$ cat src/rtl/led_matrix_scanner.sv
// Scans the N*N cell vector onto a column-multiplexed LED matrix, one column per 2**DIV-cycle slot.
// New generations are double-buffered and swapped only at frame end; dead-time blanking and PWM gate each slot.
module led_matrix_scanner #(
    parameter int N    = 5,
    parameter int DIV  = 12,
    parameter int DEAD = 16,
    parameter int BW   = 4,
    localparam int XW  = (N > 1) ? $clog2(N) : 1
) (
    input  logic              clk,
    input  logic              rst,
    input  logic [N*N-1:0]    cells_in,
    input  logic              frame_valid,
    input  logic [BW-1:0]     brightness,
    output logic [N-1:0]      cols,
    output logic [N-1:0]      rows,
    output logic [XW-1:0]     x,
    output logic              frame_sync
);

    localparam logic [DIV-1:0] DEAD_C = DIV'(DEAD);
    localparam logic [XW-1:0]  X_LAST = XW'(N - 1);

    logic [DIV-1:0] sc;
    logic [N*N-1:0] shadow;
    logic [N*N-1:0] display;
    logic           pending;

    logic           slot_end;
    logic           frame_end;
    logic           en;
    logic [N-1:0]   col_bits;

    assign slot_end  = &sc;
    assign frame_end = slot_end && (x == X_LAST);
    // Dead time first, then the top BW bits of sc act as the PWM ramp.
    assign en        = (sc >= DEAD_C) && (sc[DIV-1 -: BW] < brightness);

    always_comb begin
        col_bits = '0;
        for (int y = 0; y < N; y++) begin
            for (int c = 0; c < N; c++) begin
                if (x == XW'(c)) begin
                    col_bits[y] = display[N*y + c];
                end
            end
        end
    end

    always_ff @(posedge clk) begin
        if (rst) begin
            x          <= '0;
            sc         <= '0;
            shadow     <= '0;
            display    <= '0;
            pending    <= 1'b0;
            cols       <= '0;
            rows       <= '1;
            frame_sync <= 1'b0;
        end else begin
            sc <= sc + DIV'(1);
            if (slot_end) begin
                x <= (x == X_LAST) ? '0 : x + XW'(1);
            end

            if (frame_valid) begin
                shadow  <= cells_in;
                pending <= 1'b1;
            end

            // A strobe landing on the swap cycle bypasses the shadow so the newest frame wins.
            if (frame_end) begin
                if (frame_valid) begin
                    display <= cells_in;
                end else if (pending) begin
                    display <= shadow;
                end
                pending <= 1'b0;
            end

            cols       <= en ? (N'(1) << x) : '0;
            rows       <= en ? ~col_bits : '1;
            frame_sync <= frame_end;
        end
    end

endmodule
$ cat config.mk
export PLATFORM = sky130hd
export DESIGN_NAME = led_matrix_scanner
export DESIGN_NICKNAME = d
export VERILOG_FILES = /design/src/rtl/led_matrix_scanner.sv
export SDC_FILE = /design/constraint.sdc
export NUM_CORES = 1
export LEC_CHECK = 0
export CORE_MARGIN = 2
export CORE_UTILIZATION = 54
export DETAILED_ROUTE_END_ITERATION = 16
export PLACE_DENSITY = 0.81
export SYNTH_ARGS = -nofsm -noshare
export SYNTH_HDL_FRONTEND = slang
export SYNTH_SLANG_ARGS = --single-unit
$ cat constraint.sdc
create_clock -name clk -period 2.5 [get_ports clk]
set_input_delay 0.25 -clock clk [delete_from_list [all_inputs] [get_ports clk]]
set_output_delay 0.25 -clock clk [all_outputs]
set_load 0.02 [all_outputs]
==> metrics.txt <==
outcome completed; initial antenna violation count 0; worst r2r dst display[1]$_SDFFE_PP0P_; Main synth FF type dfxtp_1; register area around 0.0015 sq mm; IO Port Bufs 45; top post-synthesis cells by area dfxtp_1 48%, mux2i_1 8.2%, nor2b_1 5.1%; min Tclk post-route 2.02 ns; Synth top cells by count 77 x dfxtp_1, 40 x nor2_1, 26 x mux2i_1, 26 x nor2b_1, 15 x nand2_1; Max-slew headroom 0.488; Placed Cells roughly 420; Worst EP arrival approximately 2.3 ns; crit end category register; Antenna diodes 0; grt total ovfl 0; TritonCTS Buffers 9; post_cts resized 0; Critical Path RT ~2.7 ns; vias in the first global route ~2,200; syn_nets between 300 and 400; Post-CTS Setup Inserts 0; Post-Synthesis Cells between 300 and 400; Non-Filler Instances 438; Yosys cell types 35; Final Skew roughly 0.0092 ns; post-route ant nets 0; CTS clk-pin slew, worst paths around 0.070 ns; vias post-DR 2,289; Final Core Density 0.674; global-route wire length before repair roughly 10 mm; pin count of the biggest net entering global routing 26; IO Pins 46; die width approximately 81 microns; via/cell ratio around 5.2; post-DP HPWL between 4 and 5 mm; H-tree levels 3; worst hold stages 2; Max-Cap Viols 0; Synth area leader dfxtp_1; 1st-iter DRT viols 88; synthesized cell area between 0.003 and 0.004 sq mm; fin crit share 0.808; setup ws final roughly 0.48 ns; starting density of the core 0.549; register area share after synthesis 0.483; WHS Endpoint x[1]$_SDFFE_PP0N_; Routed Wire Length around 6 mm; EDFF count, synth 0; P_leak 1.63 nW; crit start category register; TritonCTS clock tree built; Async SR Flop Fraction 0; Reg-to-Reg Start sc[2]$_SDFF_PP0_; R2R Setup Slk 0.48 ns; RSZ-0062 raised after global routing no; Clk Latency, worst-skew pair around 0.35 ns; crit-path max FO 19; #FFs+latches synth 77; area grow syn2layout 22.8%; VDD IR max between 0.4 and 0.5 mV; Worst Tran Pin Value between 0.7 and 0.8 ns; Syn Area/Cell roughly 10 sq um; Core ar. approximately 0.0058 sq mm; Die Y just over 80 microns; Tot GR Track Use 0.204; Fin. Hold Viols 0; # nets final roughly 400; Synth top area share 0.483; 1st-pass router iterations 4; drt wl/cell about 14 microns; PD cells roughly 630 mW/mm^2; most frequent cell after synthesis dfxtp_1; worst hold start rst; Final Slew Violations 0; Register-to-Register Path Depth 5; Root Buffer Master clkbuf_8; area of the multi-input gates 0.00154 sq mm; clk buf depth 2; CTS Hold Buffers Added 0; Fillers ~470; Crit Path Class register to register; yosys warns 0; # rows 28; Fin Setup TNS 0 ns; Place WS 0.372 ns; fmax 495 MHz; Sink Count slightly below 80; Setup-failing EPs final 0; placer congestion estimate between 0.7 and 0.8; DRC Markers 0; ratio of cells with drive above 1 in the final layout 0.102; die area 0.00654 sq mm; Hold Crit Class primary input to register
-- cells in the final DEF, fill, tap and decap left out, types with 3 or more instances in the layout --
| cell type | instances |
|---|---|
| o221ai_1 | 5 |
| dfxtp_1 | 77 |
| ha_1 | 10 |
| nand4_1 | 3 |
| and2_1 | 4 |
| mux2_1 | 13 |
| o21ai_0 | 6 |
| nand3_1 | 3 |
| nor4_1 | 5 |
| buf_4 | 6 |
| xor2_1 | 8 |
| or3_1 | 5 |
| nor2_1 | 40 |
| inv_1 | 8 |
| clkbuf_8 | 9 |
| and4_1 | 3 |
| nand3b_1 | 7 |
| a21oi_1 | 7 |
| nand2_1 | 15 |
| clkdlybuf4s50_1 | 44 |
| mux2_2 | 12 |
| mux2i_1 | 26 |
| nor2b_1 | 26 |
| bufinv_16 | 3 |
-- worst max path at each step --
| stage | startpoint | endpoint | slack (ns) | depth (start not counted) |
|---|---|---|---|---|
| after floorplan | x[0]$_SDFFE_PP0N_ | x[2]$_SDFFE_PP0N_ | 0.41 | 6 |
| after global placement | brightness[1] | rows[3]$_SDFF_PP1_ | 0.45 | 6 |
| after detailed placement | brightness[1] | rows[0]$_SDFF_PP1_ | 0.37 | 6 |
| after CTS | sc[2]$_SDFF_PP0_ | display[1]$_SDFFE_PP0P_ | 0.46 | 5 |
| after global routing | x[0]$_SDFFE_PP0N_ | display[18]$_SDFFE_PP0P_ | 0.30 | 6 |
| final | sc[2]$_SDFF_PP0_ | display[1]$_SDFFE_PP0P_ | 0.48 | 5 |
-- where the power goes --
group / internal [mW] / leakage (nW) / switching, mW
Combinational: 0.0756 / 0.887 / 0.0631
Sequential: 1.25 / 0.626 / 0.0101
Clock: 0.654 / 0.116 / 0.426
Total: 1.98 / 1.63 / 0.499
-- logic make-up (layout without fill, tap and decap cells) --
group / after synthesis / in the layout / share of synthesized area
AOI/OAI and AO/OA: 21 / 21 / 0.0404
xor gates and xnor gates: 10 / 10 / 0.0274
adders and majority gates: 10 / 10 / 0.0392
buffers and inverters: 25 / 74 / 0.0361
DFF: 77 / 77 / 0.483
muxes: 51 / 51 / 0.170
and+or+nand+nor: 120 / 120 / 0.204
-- layer usage --
metal / global-route usage / share of wire / wire, microns / vias to the layer above
li1: - / - / - / 1156
met1: 0.250 / 0.44 / 2680 / 1067
met2: 0.337 / 0.49 / 2970 / 52
met3: 0.0578 / 0.052 / 318 / 14
met4: 0.0831 / 0.023 / 138 / 0
met5: 0 / 0 / 0 / -
-- through the flow --
step | cell area [sq um] | power (mW) | hold WS (ns)
finish | 3920 | 2.48 | 0.323
global placement | 3690 | 1.43 | 0.436
global route | 3920 | 2.56 | 0.337
CTS | 3920 | 2.50 | 0.314
floorplan | 3190 | 1.36 | 0.425
detailed placement | 3690 | 1.43 | 0.468
-- flip-flops by register name, summed over array words and instances (netlist names) --
register,count
display,25
shadow,25
sc,12
cols,5
rows,5
x,3
frame_sync,1
pending,1
-- worst max-delay path, cell delays in order, from the launching register on --
cell,delay [ns]
dfxtp_1,0.40
and4_1,0.39
nand4_4,0.22
nor3_4,0.23
buf_4,0.29
mux2_2,0.38
-- layout make-up --
| cell class | count | share of cell area |
|---|---|---|
| Sequential cell | 77 | 0.393 |
| Multi-Input combinational cell | 212 | 0.392 |
| Timing Repair Buffer | 51 | 0.125 |
| Clock buffer | 10 | 0.0326 |
| Clock inverter | 5 | 0.0255 |
| Tap cell | 75 | 0.0239 |
| Inverter | 8 | 0.00766 |
(Power assumes the default switching activity.)
